===== src/rtl/sig_mon_pkg.sv =====
// sig_mon_pkg: shared state encoding and sizing helper for sig_stability_monitor
package sig_mon_pkg;
   typedef enum logic [1:0] {IDLE, ARM, SETTLE, STABLE} mon_state_e;
   function automatic int stab_w(input int min_stable);
      return $clog2(min_stable + 1);
   endfunction
endpackage


===== src/rtl/sat_counter.sv =====
// sat_counter: saturating up-counter, clr wins over inc
// ports: clk, rst (async active-low), clr (sync clear), inc (count enable), cnt (value)
module sat_counter #(
   parameter int W = 16
) (
   input  logic         clk,
   input  logic         rst,
   input  logic         clr,
   input  logic         inc,
   output logic [W-1:0] cnt
);
   always_ff @(posedge clk or negedge rst)
      if (!rst) cnt <= '0;
      else if (clr) cnt <= '0;
      else if (inc && !(&cnt)) cnt <= cnt + 1'b1;
endmodule


===== src/rtl/sig_stability_monitor.sv =====
// sig_stability_monitor: samples sig, emits edge pulses, enforces a minimum stable window
// ports: clk, rst (async active-low), sig, en, clr (sync counter/sticky clear),
//   rise_o/fall_o/chg_o/viol_o (one-cycle pulses), stable_o, viol_sticky_o, chg_cnt_o, viol_cnt_o
module sig_stability_monitor
   import sig_mon_pkg::*;
#(
   parameter int MIN_STABLE = 4,
   parameter int CNT_W      = 16
) (
   input  logic             clk,
   input  logic             rst,
   input  logic             sig,
   input  logic             en,
   input  logic             clr,
   output logic             rise_o,
   output logic             fall_o,
   output logic             chg_o,
   output logic             stable_o,
   output logic             viol_o,
   output logic             viol_sticky_o,
   output logic [CNT_W-1:0] chg_cnt_o,
   output logic [CNT_W-1:0] viol_cnt_o
);
   localparam int SW = stab_w(MIN_STABLE);

   if (MIN_STABLE < 1) begin : g_bad_min_stable
      $error("MIN_STABLE must be >= 1");
   end

   mon_state_e    state;
   logic          sig_q;
   logic [SW-1:0] stab_cnt;
   logic [SW-1:0] stab_nxt;
   logic          chg;
   logic          rep;
   logic          vio;

   assign chg      = sig != sig_q;
   assign stab_nxt = stab_cnt + 1'b1;
   // edges are only reported once armed; ARM just captures the baseline sample
   assign rep      = en && (state == SETTLE || state == STABLE) && chg;
   assign vio      = en && state == SETTLE && chg;

   always_ff @(posedge clk or negedge rst)
      if (!rst) begin
         state         <= IDLE;
         sig_q         <= 1'b0;
         stab_cnt      <= '0;
         rise_o        <= 1'b0;
         fall_o        <= 1'b0;
         chg_o         <= 1'b0;
         viol_o        <= 1'b0;
         stable_o      <= 1'b0;
         viol_sticky_o <= 1'b0;
      end else begin
         sig_q         <= sig;
         rise_o        <= rep && sig;
         fall_o        <= rep && !sig;
         chg_o         <= rep;
         viol_o        <= vio;
         viol_sticky_o <= clr ? 1'b0 : (viol_sticky_o || vio);
         if (!en) begin
            state    <= IDLE;
            stable_o <= 1'b0;
         end else begin
            case (state)
               IDLE: state <= ARM;
               ARM: begin
                  state    <= SETTLE;
                  stab_cnt <= '0;
               end
               SETTLE:
                  if (chg) stab_cnt <= '0;
                  else begin
                     stab_cnt <= stab_nxt;
                     if (stab_nxt == SW'(MIN_STABLE)) begin
                        state    <= STABLE;
                        stable_o <= 1'b1;
                     end
                  end
               STABLE:
                  if (chg) begin
                     state    <= SETTLE;
                     stable_o <= 1'b0;
                     stab_cnt <= '0;
                  end
               default: state <= IDLE;
            endcase
         end
      end

   sat_counter #(.W(CNT_W)) u_chg_cnt (
      .clk(clk),
      .rst(rst),
      .clr(clr),
      .inc(rep),
      .cnt(chg_cnt_o)
   );

   sat_counter #(.W(CNT_W)) u_viol_cnt (
      .clk(clk),
      .rst(rst),
      .clr(clr),
      .inc(vio),
      .cnt(viol_cnt_o)
   );
endmodule


===== config.mk =====
export PLATFORM = sky130hd
export DESIGN_NAME = sig_stability_monitor
export DESIGN_NICKNAME = d
export VERILOG_FILES = /design/src/rtl/sig_mon_pkg.sv /design/src/rtl/sat_counter.sv /design/src/rtl/sig_stability_monitor.sv
export SDC_FILE = /design/constraint.sdc
export NUM_CORES = 1
export LEC_CHECK = 0
export CORE_UTILIZATION = 45
export DETAILED_ROUTE_END_ITERATION = 6
export PLACE_DENSITY = 0.7
export REMOVE_ABC_BUFFERS = 1
export SLEW_MARGIN = 15
export SYNTH_ARGS = -nofsm -noshare
export SYNTH_HDL_FRONTEND = slang
export SYNTH_SLANG_ARGS = --single-unit

===== constraint.sdc =====
create_clock -name clk -period 6.75 [get_ports clk]
set_clock_uncertainty 0.2 [all_clocks]
set_input_delay 2.025 -clock clk [delete_from_list [all_inputs] [get_ports clk]]
set_output_delay 2.025 -clock clk [all_outputs]
set_load 0.02 [all_outputs]

==> reports/qor.txt <==
WP depth -> 5
CP Capture Type -> register
Post-route cell area -> 0.00293 mm^2
Wire length on met2 -> 2370 um
Die footprint -> 0.00558 mm^2
R2R depth -> 4
Worst Path Buf+Inv -> 1
Min-Delay Path Class -> reg2reg
Drt pass-1 iters -> 4
Core area -> 0.00511 mm^2
Filler instances -> 471
Total grt overflow -> 0
Sequential area share after synthesis -> 46.3%
Crit path from -> sig
Htree depth -> 2
DP Area -> 0.00286 mm^2
Highest metal used -> met4
Commonest non-fill, non-tap cell in the layout -> dfrtp_1
# nets final -> 299
Post-layout util -> 57.4%
Fmax -> 234 MHz
EDFF count, synth -> 0
CTS tree -> done
Synth Area in Adders -> 2.10%
Routed via count -> 2,126
CTS root buf -> clkbuf_8
CTS Buffer Depth -> 2
Top Family by Delay on Critical Path -> simple AND/OR/NAND/NOR gates
WS Path Type -> in2reg
Largest net degree at the start of global routing -> 45
Mean post-synth cell area -> 9.44 um^2
Rows -> 26
Hold path cells -> 2
Main synth FF type -> dfrtp_1
CTS sink cnt -> 44
DRC Markers -> 0
Vias/cell -> 5.94
Initial Util -> 46.6%
XOR/XNOR Fraction of Synth Area -> 1.10%
FF-to-FF setup slack -> 4300 ps
FF+latch count, synth -> 44
Final worst-path cycle share -> 63.2%
Slowest stage delay, CP -> 720 ps
Fin. Hold Viols -> 0
Fin crit period -> 4270 ps
Power density cells -> 174 mW/mm^2
CP cell instances -> clkdlybuf4s50_1 > xnor2_1 > or4_1 > nor4_1 > mux2_2
Post-synthesis mux area share -> 2.37%
Warnings from Yosys -> 0
Relative max-transition margin -> 33.7%
Largest family of logic cells by synthesized area -> simple AND/OR/NAND/NOR gates
First-pass GRT wire length -> 8800 um
Post-CTS setup buffers -> 0
DR WL/cell -> 14.7 um
Layout cells sized above 1 -> 5.90%
Status -> finished, final reports clean
Worst vdd ir -> 0.0784 mV
Final antenna-violating net count -> 0
Setup repair after global routing missed its margin -> no
# port buffers -> 42
Clk Latency, worst-skew pair -> 300 ps
Clock slew at reported path FFs -> 80 ps
Synth Area in Simple Gates -> 26.5%
Mapped Cells -> 252
DR WL met3 -> 181 um
Antenna violations before repair -> 0
CP required -> 6740 ps
M1 WL -> 2640 um
Crit path max-delay cell type -> or4_1
Cell Area, Synth -> 0.00238 mm^2
Total track usage -> 20.5%
Setup TNS -> 0 ps
DIE HEIGHT -> 74.7 um
Crit path to -> u_viol_cnt.cnt[15]
Worst-path maximum fanout -> 9
CTS Buf Count -> 5
Initial DRC Count -> 159
Die width -> 74.7 um
Vias in the first global route -> 1,859
Total wire length -> 5260 um
R2R Path Start -> state[0]
Max Cap Viol -> 0
Post-CTS Resized -> 0
Synth Area in Compound Gates -> 17.8%
Setup violations, final -> 0
Crit start category -> input port
R2r endpoint -> u_viol_cnt.cnt[15]
Final estimated routing congestion in global placement -> 0.776
Worst EP arrival -> 4260 ps
Final count of pins violating max slew -> 0
Most frequent cells in the layout -> dfrtp_1, clkdlybuf4s50_1, a21oi_1
Slew @ Worst Pin -> 994 ps
N_diodes -> 0
Hold buffers post-CTS -> 0
Synth cell types -> 37
Synthesis-to-layout area growth -> 23.2%
Static Leak -> 1.08 nW
Asr flop ratio synth -> 100%
Final HPWL DP -> 3560 um
Num ports -> 43
## synth_stat cells (all sizes together) (4+ instances only)
cell type,instances,area (um^2)
and2,5,31.3
nand2,11,41.3
and4,4,35.0
nor2,8,30.0
a21oi,28,140
dfrtp,44,1100
or3,6,37.5
or4,19,143
inv,10,37.5
nor2b,5,31.3
mux2,5,56.3
nand4,12,75.1
nand3,13,65.1
o31ai,19,143
o21ai,10,50.1
clkbuf,11,41.3
nor3,4,20.0
nor3b,4,30.0
ha,4,50.1
## registers in the layout (all words and copies together), names as in the netlist, 2 cells and up
name,cells
u_chg_cnt.cnt,16
u_viol_cnt.cnt,16
stab_cnt,3
state,2
## layer usage
| metal | GRT usage [%] | up-vias |
|---|---|---|
| li1 | - | 1037 |
| met1 | 29.3 | 1039 |
| met5 | 0 | - |
| met2 | 31.5 | 43 |
| met4 | 5.66 | 0 |
| met3 | 4.42 | 7 |
## worst reg2reg max path, stage by stage (launching register included)
cell and delay, ps:
dfrtp_1 490, nand3b_1 250, or4_1 680, nor4_1 360, mux2_2 370
## report_power, final
group          internal [W]  total [W]  leakage [nW]  switching, W
Clock             0.0000668   0.000152        0.0359     0.0000848
Sequential         0.000276   0.000292         0.604     0.0000162
Combinational     0.0000283  0.0000651         0.438     0.0000368
## per-stage QoR
stage          setup slack, ps  instances  hold slack (ps)  power, W
6_report                  2480        358              312  0.000509
3_5_place_dp              2190        353              291  0.000363
5_1_grt                   2320        358              343  0.000533
4_1_cts                   2490        358              308  0.000514
2_1_floorplan             2920        238              279  0.000335
3_3_place_gp              2240        353              284  0.000361
## area by class of cell
type | count | area (um^2) | area share [%]
Sequential cell | 44 | 1100 | 37.6
Multi-Input combinational cell | 184 | 1200 | 40.9
Timing Repair Buffer | 45 | 438 | 14.9
Inverter | 10 | 37.5 | 1.28
Tap cell | 70 | 87.6 | 2.99
Clock buffer | 5 | 68.8 | 2.35
## how the worst min path moves through the flow
| stage | to | slack, ps | startpoint |
|---|---|---|---|
| final | viol_sticky_o | 310 | viol_sticky_o |
| after global routing | rise_o | 340 | sig_q |
| after CTS | viol_sticky_o | 310 | viol_sticky_o |
| after detailed placement | viol_sticky_o | 290 | viol_sticky_o |
| after global placement | viol_sticky_o | 280 | viol_sticky_o |
| after floorplan | rise_o | 280 | sig_q |
## kinds of logic (layout without fill, tap and decap cells)
family | count (synthesis) | count (layout)
AND/OR/NAND/NOR | 104 | 104
adder cells (fa/ha/maj) | 4 | 4
flip-flops | 44 | 44
XOR/XNOR | 3 | 3
buffers and inverters | 24 | 60
AO/OA/AOI/OAI | 68 | 68
multiplexers | 5 | 5
Power figures use the tool's default switching activity.
